<file path="src/rtl/adder_mw_seq.sv">
// adder_mw_seq: wide (WORDS x 16-bit) adder built by sequencing one external
// 16-bit flag adder over the operand words, least-significant word first.
// The carry is chained through carry_r; zero/parity are accumulated per word
// and the signed overflow is taken from the top word only.
// Optional feature macro: ADDER_MW_SUB_EN (adds in_sub, computes A - B).
module adder_mw_seq #(
  parameter int WORDS = 4
) (
  input  logic                  clk,
  input  logic                  rst_n,
  input  logic                  in_valid,
  output logic                  in_ready,
  input  logic [WORDS*16-1:0]   in_a,
  input  logic [WORDS*16-1:0]   in_b,
  input  logic                  in_cin,
`ifdef ADDER_MW_SUB_EN
  input  logic                  in_sub,
`endif
  output logic                  out_valid,
  input  logic                  out_ready,
  output logic [WORDS*16-1:0]   out_sum,
  output logic                  out_carry,
  output logic                  out_zero,
  output logic                  out_sign,
  output logic                  out_parity,
  output logic                  out_overflow,
  output logic [15:0]           add_a,
  output logic [15:0]           add_b,
  output logic                  add_cin,
  input  logic [15:0]           add_y,
  input  logic                  add_carry,
  input  logic                  add_overflow
);

  localparam int W  = WORDS * 16;
  localparam int IW = $clog2(WORDS);

  typedef enum logic [1:0] {
    IDLE = 2'd0,
    RUN  = 2'd1,
    DONE = 2'd2
  } state_t;

  // Even-parity bit of one adder result word.
  function automatic logic par16(input logic [15:0] v);
    return ^v;
  endfunction

  state_t          state_r, state_s;
  logic [W-1:0]    a_r, b_r, sum_r, sum_next_s;
  logic [IW-1:0]   idx_r;
  logic            carry_r, zero_r, par_r;
  logic            zero_next_s, par_next_s, last_s, sub_s;
  int              base_s;

`ifdef ADDER_MW_SUB_EN
  logic            sub_r;
  assign sub_s = sub_r;
`else
  assign sub_s = 1'b0;
`endif

  assign base_s = 16 * int'(idx_r);
  assign last_s = (idx_r == IW'(WORDS - 1));

  // State register.
  always_ff @(posedge clk) begin
    if (!rst_n) begin
      state_r <= IDLE;
    end else begin
      state_r <= state_s;
    end
  end

  // Next-state decode, handshake flags and adder operand steering.
  always_comb begin
    state_s   = state_r;
    in_ready  = 1'b0;
    out_valid = 1'b0;
    add_a     = 16'h0000;
    add_b     = 16'h0000;
    add_cin   = 1'b0;
    case (state_r)
      IDLE: begin
        in_ready = 1'b1;
        if (in_valid) begin
          state_s = RUN;
        end else begin
          state_s = IDLE;
        end
      end
      RUN: begin
        add_a   = a_r[base_s +: 16];
        add_b   = b_r[base_s +: 16] ^ {16{sub_s}};
        add_cin = carry_r;
        if (last_s) begin
          state_s = DONE;
        end else begin
          state_s = RUN;
        end
      end
      DONE: begin
        out_valid = 1'b1;
        if (out_ready) begin
          state_s = IDLE;
        end else begin
          state_s = DONE;
        end
      end
      default: begin
        state_s = IDLE;
      end
    endcase
  end

  // Partial result after merging the current adder word.
  always_comb begin
    sum_next_s = sum_r;
    if (state_r == RUN) begin
      sum_next_s[base_s +: 16] = add_y;
    end else begin
      sum_next_s = sum_r;
    end
    zero_next_s = zero_r & (add_y == 16'h0000);
    par_next_s  = par_r ^ par16(add_y);
  end

  // Operand latch, per-word accumulation and result capture on the last word.
  always_ff @(posedge clk) begin
    if (!rst_n) begin
      a_r          <= '0;
      b_r          <= '0;
      sum_r        <= '0;
      idx_r        <= '0;
      carry_r      <= 1'b0;
      zero_r       <= 1'b0;
      par_r        <= 1'b0;
`ifdef ADDER_MW_SUB_EN
      sub_r        <= 1'b0;
`endif
      out_sum      <= '0;
      out_carry    <= 1'b0;
      out_zero     <= 1'b0;
      out_sign     <= 1'b0;
      out_parity   <= 1'b0;
      out_overflow <= 1'b0;
    end else begin
      case (state_r)
        IDLE: begin
          if (in_valid) begin
            a_r    <= in_a;
            b_r    <= in_b;
            idx_r  <= '0;
            zero_r <= 1'b1;
            par_r  <= 1'b0;
`ifdef ADDER_MW_SUB_EN
            sub_r   <= in_sub;
            carry_r <= in_sub | in_cin;
`else
            carry_r <= in_cin;
`endif
          end
        end
        RUN: begin
          sum_r   <= sum_next_s;
          carry_r <= add_carry;
          zero_r  <= zero_next_s;
          par_r   <= par_next_s;
          if (last_s) begin
            // Results are copied out here so they stay put while the
            // working registers are reused by the next request.
            out_sum      <= sum_next_s;
            out_carry    <= add_carry;
            out_zero     <= zero_next_s;
            out_sign     <= sum_next_s[W-1];
            out_parity   <= par_next_s;
            out_overflow <= add_overflow;
          end else begin
            idx_r <= idx_r + IW'(1);
          end
        end
        default: begin
        end
      endcase
    end
  end

endmodule

</file>
<file path="config.mk">
export PLATFORM = sky130hd
export DESIGN_NAME = adder_mw_seq
export DESIGN_NICKNAME = d
export VERILOG_FILES = /design/src/rtl/adder_mw_seq.sv
export SDC_FILE = /design/constraint.sdc
export NUM_CORES = 1
export LEC_CHECK = 0
export CAP_MARGIN = 20
export CORE_UTILIZATION = 45
export CTS_CLUSTER_SIZE = 25
export DETAILED_ROUTE_END_ITERATION = 12
export PLACE_DENSITY_LB_ADDON = 0.2
export SLEW_MARGIN = 30
export SYNTH_ARGS = -nofsm -noshare
export SYNTH_HDL_FRONTEND = slang
export SYNTH_SLANG_ARGS = --single-unit
</file>
<file path="constraint.sdc">
create_clock -name clk -period 2.55 [get_ports clk]
set_input_delay 0.51 -clock clk [delete_from_list [all_inputs] [get_ports clk]]
set_output_delay 0.51 -clock clk [all_outputs]
set_load 0.02 [all_outputs]
</file>
==> impl_metrics.env, run 1 <==
export IMPL_r2r_start="idx_r[1]"
export IMPL_synth_fa_ha_area_frac=0.01490
export IMPL_htree_levels=1
export IMPL_layout_drive_gt1_share=0.1266
export IMPL_antenna_cells=0
export IMPL_cp_required_ps=2040
export IMPL_tns_ps=0
export IMPL_synth_area_mm2=0.01092
export IMPL_synth_edf_count=0
export IMPL_wirelength_um=29990
export IMPL_reg2reg_slack_ps=290
export IMPL_endpoint="add_a[0]"
export IMPL_synth_xor_area_frac=0.006877
export IMPL_p_int_mw=6.886
export IMPL_track_usage=0.2407
export IMPL_yosys_top_cells_area="dfxtp_1 46%, a21boi_0 10%, nand2_1 10%, mux4_2 6.6%, a221oi_1 3.9%"
export IMPL_synth_flop_cell="dfxtp_1"
export IMPL_drc=0
export IMPL_pwr_share_clk=0.414
export IMPL_initial_core_util=0.4623
export IMPL_die_area_mm2=0.02489
export IMPL_switchingPower_mw=2.168
export IMPL_core_area_mm2=0.02361
export IMPL_synth_compound_area_frac=0.1930
export IMPL_ant_nets=0
export IMPL_synth_top_family_by_area="simple AND/OR/NAND/NOR gates"
export IMPL_ys_seq_area_frac=0.4603
export IMPL_cts_buffers=27
export IMPL_regArea_mm2=0.005030
export IMPL_routedWlPerCell_um=16.99
export IMPL_die_y_um=157.8
export IMPL_worstSkewPairLatency_ps=520
export IMPL_drv_cap=0
export IMPL_synth_fp_nets=1370
export IMPL_power_share_sequential=0.459
export IMPL_p_total_mw=9.054
export IMPL_num_vias=9392
export IMPL_final_period_utilization=0.9925
export IMPL_p_sw_frac=0.2394
export IMPL_dp_hpwl_um=20020
export IMPL_slew_headroom=0.5634
export IMPL_outcome="finished, final reports clean"
export IMPL_num_fill_cells=2099
export IMPL_syn_area_per_cell_um2=9.052
export IMPL_gp_congestion=0.8445
export IMPL_pin_count=255
export IMPL_setup_worst_path_start="idx_r[0]"
export IMPL_root_buffer="clkbuf_16"
export IMPL_hold_violations=0
export IMPL_grt_pass1_wl_um=47360
export IMPL_viasPerCell=5.321
export IMPL_async_flop_share=0
export IMPL_cts_tree="yes"
export IMPL_cts_path_max_buffers=3
export IMPL_cts_hold_buf=0
export IMPL_cts_sinks=251
export IMPL_yosys_mux_area_fraction=0.06602
export IMPL_antenna_found_initial=0
export IMPL_fmax_ghz=0.3951
export IMPL_critPathCaptureType="primary output"
export IMPL_drt_iter0_markers=660
export IMPL_ys_ff_latch=251
export IMPL_fin_crit_ps=2531
export IMPL_rows=56
export IMPL_rsz0062_at_grt="true"
export IMPL_power_density_mw_per_mm2=615.8
export IMPL_yosysTopAreaCellShare=0.4603
export IMPL_synth_simple_gate_area_frac=0.2047
export IMPL_dieWidth_um=157.8
export IMPL_first_pass_iters=5
export IMPL_layout_nets=1592
export IMPL_setup_viol=0
export IMPL_multi_input_area_mm2=0.005323
export IMPL_vdd_drop_max_mv=0.3625
export IMPL_skew_ps=11.85
export IMPL_worstPathMaxFanout=6
export IMPL_power_leakage_nw=5.523
export IMPL_area_growth_syn_to_layout_pct=34.68
export IMPL_synth_top_cell_by_area="dfxtp_1"
export IMPL_hold_ws_ps=459.1
export IMPL_postLayoutCoreUtil=0.6227
export IMPL_reg2reg_depth=7
export IMPL_ys_types=37
export IMPL_comb_power_share=0.128
export IMPL_placement_io_buffers=254
export IMPL_grt_max_degree=78
export IMPL_critPathLaunchType="flip-flop"
export IMPL_clk_transition_reported_paths_ps=60
export IMPL_min_path_type="flip-flop to flip-flop"
export IMPL_drv_slew=0
export IMPL_place_area_mm2=0.01388
export IMPL_grt_pass1_vias=9050
export IMPL_synthCells=1206
export IMPL_arrival_ps=2020
export IMPL_r2r_end="sum_r[0]"
export IMPL_design_area_mm2=0.01470
export IMPL_synth_warning_count=0
export IMPL_grt_overflow=0
export IMPL_crit_type="flip-flop to primary output"
export IMPL_tightest_slew_ps=653.3
-- critical path, cell delays in order, from the launching register on --
cell,delay [ps]
dfxtp_4,370
buf_4,150
clkbuf_16,170
mux4_2,490
and2_1,170
buf_2,150
-- per-stage QoR --
step	cells	worst slack [ps]
after global routing	1765	-37.58
after CTS	1763	-115.1
after detailed placement	1713	190.0
after floorplan	1206	83.18
after global placement	1713	203.5
final	1765	19.08
-- final cells by class --
cell class	instances	area share
multi-input cells	816	0.3620
clock buffers	40	0.05608
inverters	21	0.005361
well taps	319	0.02715
clock inverters	7	0.002638
flip-flops and latches	251	0.3421
repair buffers	311	0.2047
-- worst min-delay path by stage --
stage	cells past startpoint	from	endpoint	slack [ps]
3_5_place_dp	2	b_r[38]	b_r[38]	450
4_1_cts	2	rst_n	zero_r	430
2_1_floorplan	2	a_r[32]	a_r[32]	440
6_report	2	b_r[38]	b_r[38]	460
5_1_grt	2	rst_n	b_r[27]	470
3_3_place_gp	2	a_r[49]	a_r[49]	450
-- synthesized netlist by cell type (6+ instances only) --
master / instances
a21boi_0: 149
a221oi_1: 48
a22oi_1: 50
and2_1: 35
buf_2: 25
buf_4: 6
clkbuf_1: 81
dfxtp_1: 251
ha_1: 13
inv_1: 19
mux4_2: 32
nand2_1: 294
nand3_1: 15
nor2_1: 52
nor2b_1: 52
nor3b_1: 17
o21ai_0: 32
-- sequential cells by signal (all words and copies together), names as in the netlist, 2 cells and up --
| name | cells |
|---|---|
| a_r | 64 |
| b_r | 64 |
| idx_r | 2 |
| out_sum | 64 |
| state_r | 2 |
| sum_r | 48 |
-- per-layer routing --
layer  vias to the layer above  global-route usage  part of all wire
met2                       307              0.4030              0.48
met1                      4481              0.3145              0.42
met3                        47             0.04435             0.068
li1                       4557                   -                 -
met5                         -                   0                 0
met4                         0             0.07120             0.026
-- power groups by stage --
stage	Clock, mW	Combinational (mW)	Sequential (mW)
after global placement	0	1.12	4.23
final	3.74	1.16	4.15
after floorplan	0	0.640	4.21
after global routing	3.97	1.26	4.17
after CTS	3.82	1.16	4.15
after detailed placement	0	1.14	4.23
-- layout by cell type, fill, tap and decap left out, types with 3 or more instances in the layout --
cell type,instances
nand2_1,292
dfxtp_1,249
clkdlybuf4s50_1,220
a21boi_0,149
nor2_1,52
nor2b_1,52
a22oi_1,50
a221oi_1,48
buf_4,43
mux4_2,32
and2_1,32
o21ai_0,32
clkbuf_16,28
buf_2,25
inv_1,19
nor3b_1,17
nand3_1,15
ha_1,13
buf_12,11
clkbuf_8,10
clkinv_2,6
clkbuf_2,5
nor4_4,3
nand4_1,3
xor2_1,3
xnor2_1,3
clkbuf_1,3
-- cell families after synthesis --
group / Yosys count
buffers and inverters: 139
AND/OR/NAND/NOR: 481
flip-flops: 251
XOR/XNOR: 7
adder cells (fa/ha/maj): 13
AO/OA/AOI/OAI: 283
multiplexers: 32
-- what timing repair did --
action,in CTS,in global routing
gates cloned,2,1
endpoints found under the setup margin,33,32
setup buffers,1,2
gates resized for setup,101,26
(Power assumes the default switching activity.)
==> run 2, diff against run 1 <==
--- a/config.mk
+++ b/config.mk
@@ -9,7 +9,7 @@
 export CORE_UTILIZATION = 45
 export CTS_CLUSTER_SIZE = 25
 export DETAILED_ROUTE_END_ITERATION = 12
-export PLACE_DENSITY_LB_ADDON = 0.2
+export PLACE_DENSITY = 0.75
 export SLEW_MARGIN = 30
 export SYNTH_ARGS = -nofsm -noshare
 export SYNTH_HDL_FRONTEND = slang
==> run 2 against run 1 <==
Clock power increased by 5%. Setup slack improved by 18 ps. Largest cell class unchanged. Final cell count increased by 0.51%. Sequential power about the same. Critical path type unchanged. Critical endpoint is now add_b[2]. Highest routed layer unchanged. Clock-buffer cell count increased by 3. Power increased by 2.2%. Critical path depth unchanged. Combinational power about the same. Die area unchanged. Final area increased by 0.95%.
==> impl_metrics.env, run 2 (synthesized netlist as in run 1, its figures left out) <==
export IMPL_hold_violations=0
export IMPL_area_growth_syn_to_layout_pct=35.97
export IMPL_postLayoutCoreUtil=0.6286
export IMPL_endpoint="add_b[2]"
export IMPL_die_area_mm2=0.02489
export IMPL_grt_pass1_wl_um=48690
export IMPL_setup_viol=0
export IMPL_drv_cap=0
export IMPL_fmax_ghz=0.3979
export IMPL_setup_worst_path_start="idx_r[0]"
export IMPL_first_pass_iters=5
export IMPL_r2r_end="sum_r[45]"
export IMPL_regArea_mm2=0.005030
export IMPL_most_common_layout_cells="292 x nand2_1, 249 x dfxtp_1, 220 x clkdlybuf4s50_1, 149 x a21boi_0"
export IMPL_layout_drive_gt1_share=0.1348
export IMPL_dieWidth_um=157.8
export IMPL_num_vias=9434
export IMPL_tightest_slew_ps=593.3
export IMPL_cts_buffers=28
export IMPL_tns_ps=0
export IMPL_core_area_mm2=0.02361
export IMPL_rows=56
export IMPL_critPathCaptureType="primary output"
export IMPL_initial_core_util=0.4623
export IMPL_outcome="finished, final reports clean"
export IMPL_cts_hold_buf=0
export IMPL_power_density_mw_per_mm2=623.3
export IMPL_layout_nets=1598
export IMPL_worstSkewPairLatency_ps=530
export IMPL_grt_max_degree=110
export IMPL_min_path_type="input port to flip-flop"
export IMPL_rsz0062_at_grt="true"
export IMPL_grt_pass1_vias=9291
export IMPL_skew_ps=7.299
export IMPL_critPathLaunchType="flip-flop"
export IMPL_place_ws_ps=100.0
export IMPL_die_y_um=157.8
export IMPL_cts_tree="yes"
export IMPL_hold_ws_ps=318.7
export IMPL_routedWlPerCell_um=17.28
export IMPL_ant_nets=0
export IMPL_wirelength_um=30650
export IMPL_place_area_mm2=0.01389
export IMPL_drv_slew=0
export IMPL_cts_sinks=251
export IMPL_num_fill_cells=2004
export IMPL_power_leakage_nw=5.576
export IMPL_dp_hpwl_um=20640
export IMPL_gp_congestion=0.8291
export IMPL_cts_path_max_buffers=3
export IMPL_pin_count=255
export IMPL_final_period_utilization=0.9855
export IMPL_r2r_start="idx_r[0]"
export IMPL_root_buffer="clkbuf_16"
export IMPL_layout_commonest_cell="nand2_1"
export IMPL_viasPerCell=5.318
export IMPL_fin_cells=1774
export IMPL_worstPathMaxFanout=6
export IMPL_design_area_mm2=0.01484
export IMPL_reg2reg_depth=9
export IMPL_placement_io_buffers=254
export IMPL_htree_levels=1
export IMPL_drt_iter0_markers=589
export IMPL_fin_crit_ps=2513
export IMPL_slew_headroom=0.6035
export IMPL_setup_slack_ps=37.10
export IMPL_reg_largest_list="a_r x64, b_r x64, out_sum x64"
export IMPL_vdd_drop_max_mv=0.4578
export IMPL_arrival_ps=2000
export IMPL_drc=0
export IMPL_p_total_mw=9.251
export IMPL_dp_cells=1713
export IMPL_multi_input_area_mm2=0.005350
export IMPL_antenna_found_initial=1
export IMPL_crit_type="flip-flop to primary output"
export IMPL_clk_transition_reported_paths_ps=60
export IMPL_reg2reg_slack_ps=160
export IMPL_track_usage=0.2485
export IMPL_grt_overflow=0
export IMPL_cp_required_ps=2040
-- run 2: changes by cell type in the layout (fill, tap and decap cells not counted), sizes merged --
cell	previous run	this run
bufinv	0	1
clkinv	8	7
diode	0	1
bufbuf	1	0
buf	81	95
clkbuf	46	43
clkdlybuf4s15	2	0
-- run 2: critical path, stage by stage (launching register included) --
cell and delay, ps:
dfxtp_4 420, buf_12 140, buf_4 110, mux4_2 470
and2_1 180, buf_2 160
-- run 2: timing repair --
action                                 4_1_cts  5_1_grt
cloned                                       3        0
setup buffers                                7        3
resized for setup                          162        7
endpoints found under the hold margin        0        0
pin swaps                                    2        1
setup endpoints to repair                   33       37
-- run 2: how the worst min path moves through the flow --
| stage | start | to | slack, ps | cells after the start |
|---|---|---|---|---|
| 3_5_place_dp | b_r[49] | b_r[49] | 450 | 2 |
| 4_1_cts | rst_n | state_r[1] | 290 | 2 |
| 3_3_place_gp | a_r[47] | a_r[47] | 450 | 2 |
| 6_report | rst_n | state_r[1] | 320 | 2 |
| 5_1_grt | rst_n | state_r[1] | 320 | 2 |
| 2_1_floorplan | a_r[32] | a_r[32] | 440 | 2 |
-- run 2: final cells by class --
type | instances | area share
Antenna cell | 1 | 0.0001686
Sequential cell | 251 | 0.3389
Multi-Input combinational cell | 816 | 0.3604
Tap cell | 319 | 0.02689
Clock inverter | 7 | 0.004468
Inverter | 21 | 0.005311
Clock buffer | 43 | 0.05648
Timing Repair Buffer | 316 | 0.2074
-- run 2: power breakdown --
group / total, mW / internal (mW) / switching, mW
clock network: 3.93 / 2.35 / 1.57
logic: 1.17 / 0.602 / 0.565
registers: 4.16 / 4.07 / 0.0836
-- run 2: metal layers --
layer	track usage	routed length, um
met3	0.05365	2191
met5	0	0
met1	0.3124	13080
met2	0.4185	14410
met4	0.08830	970
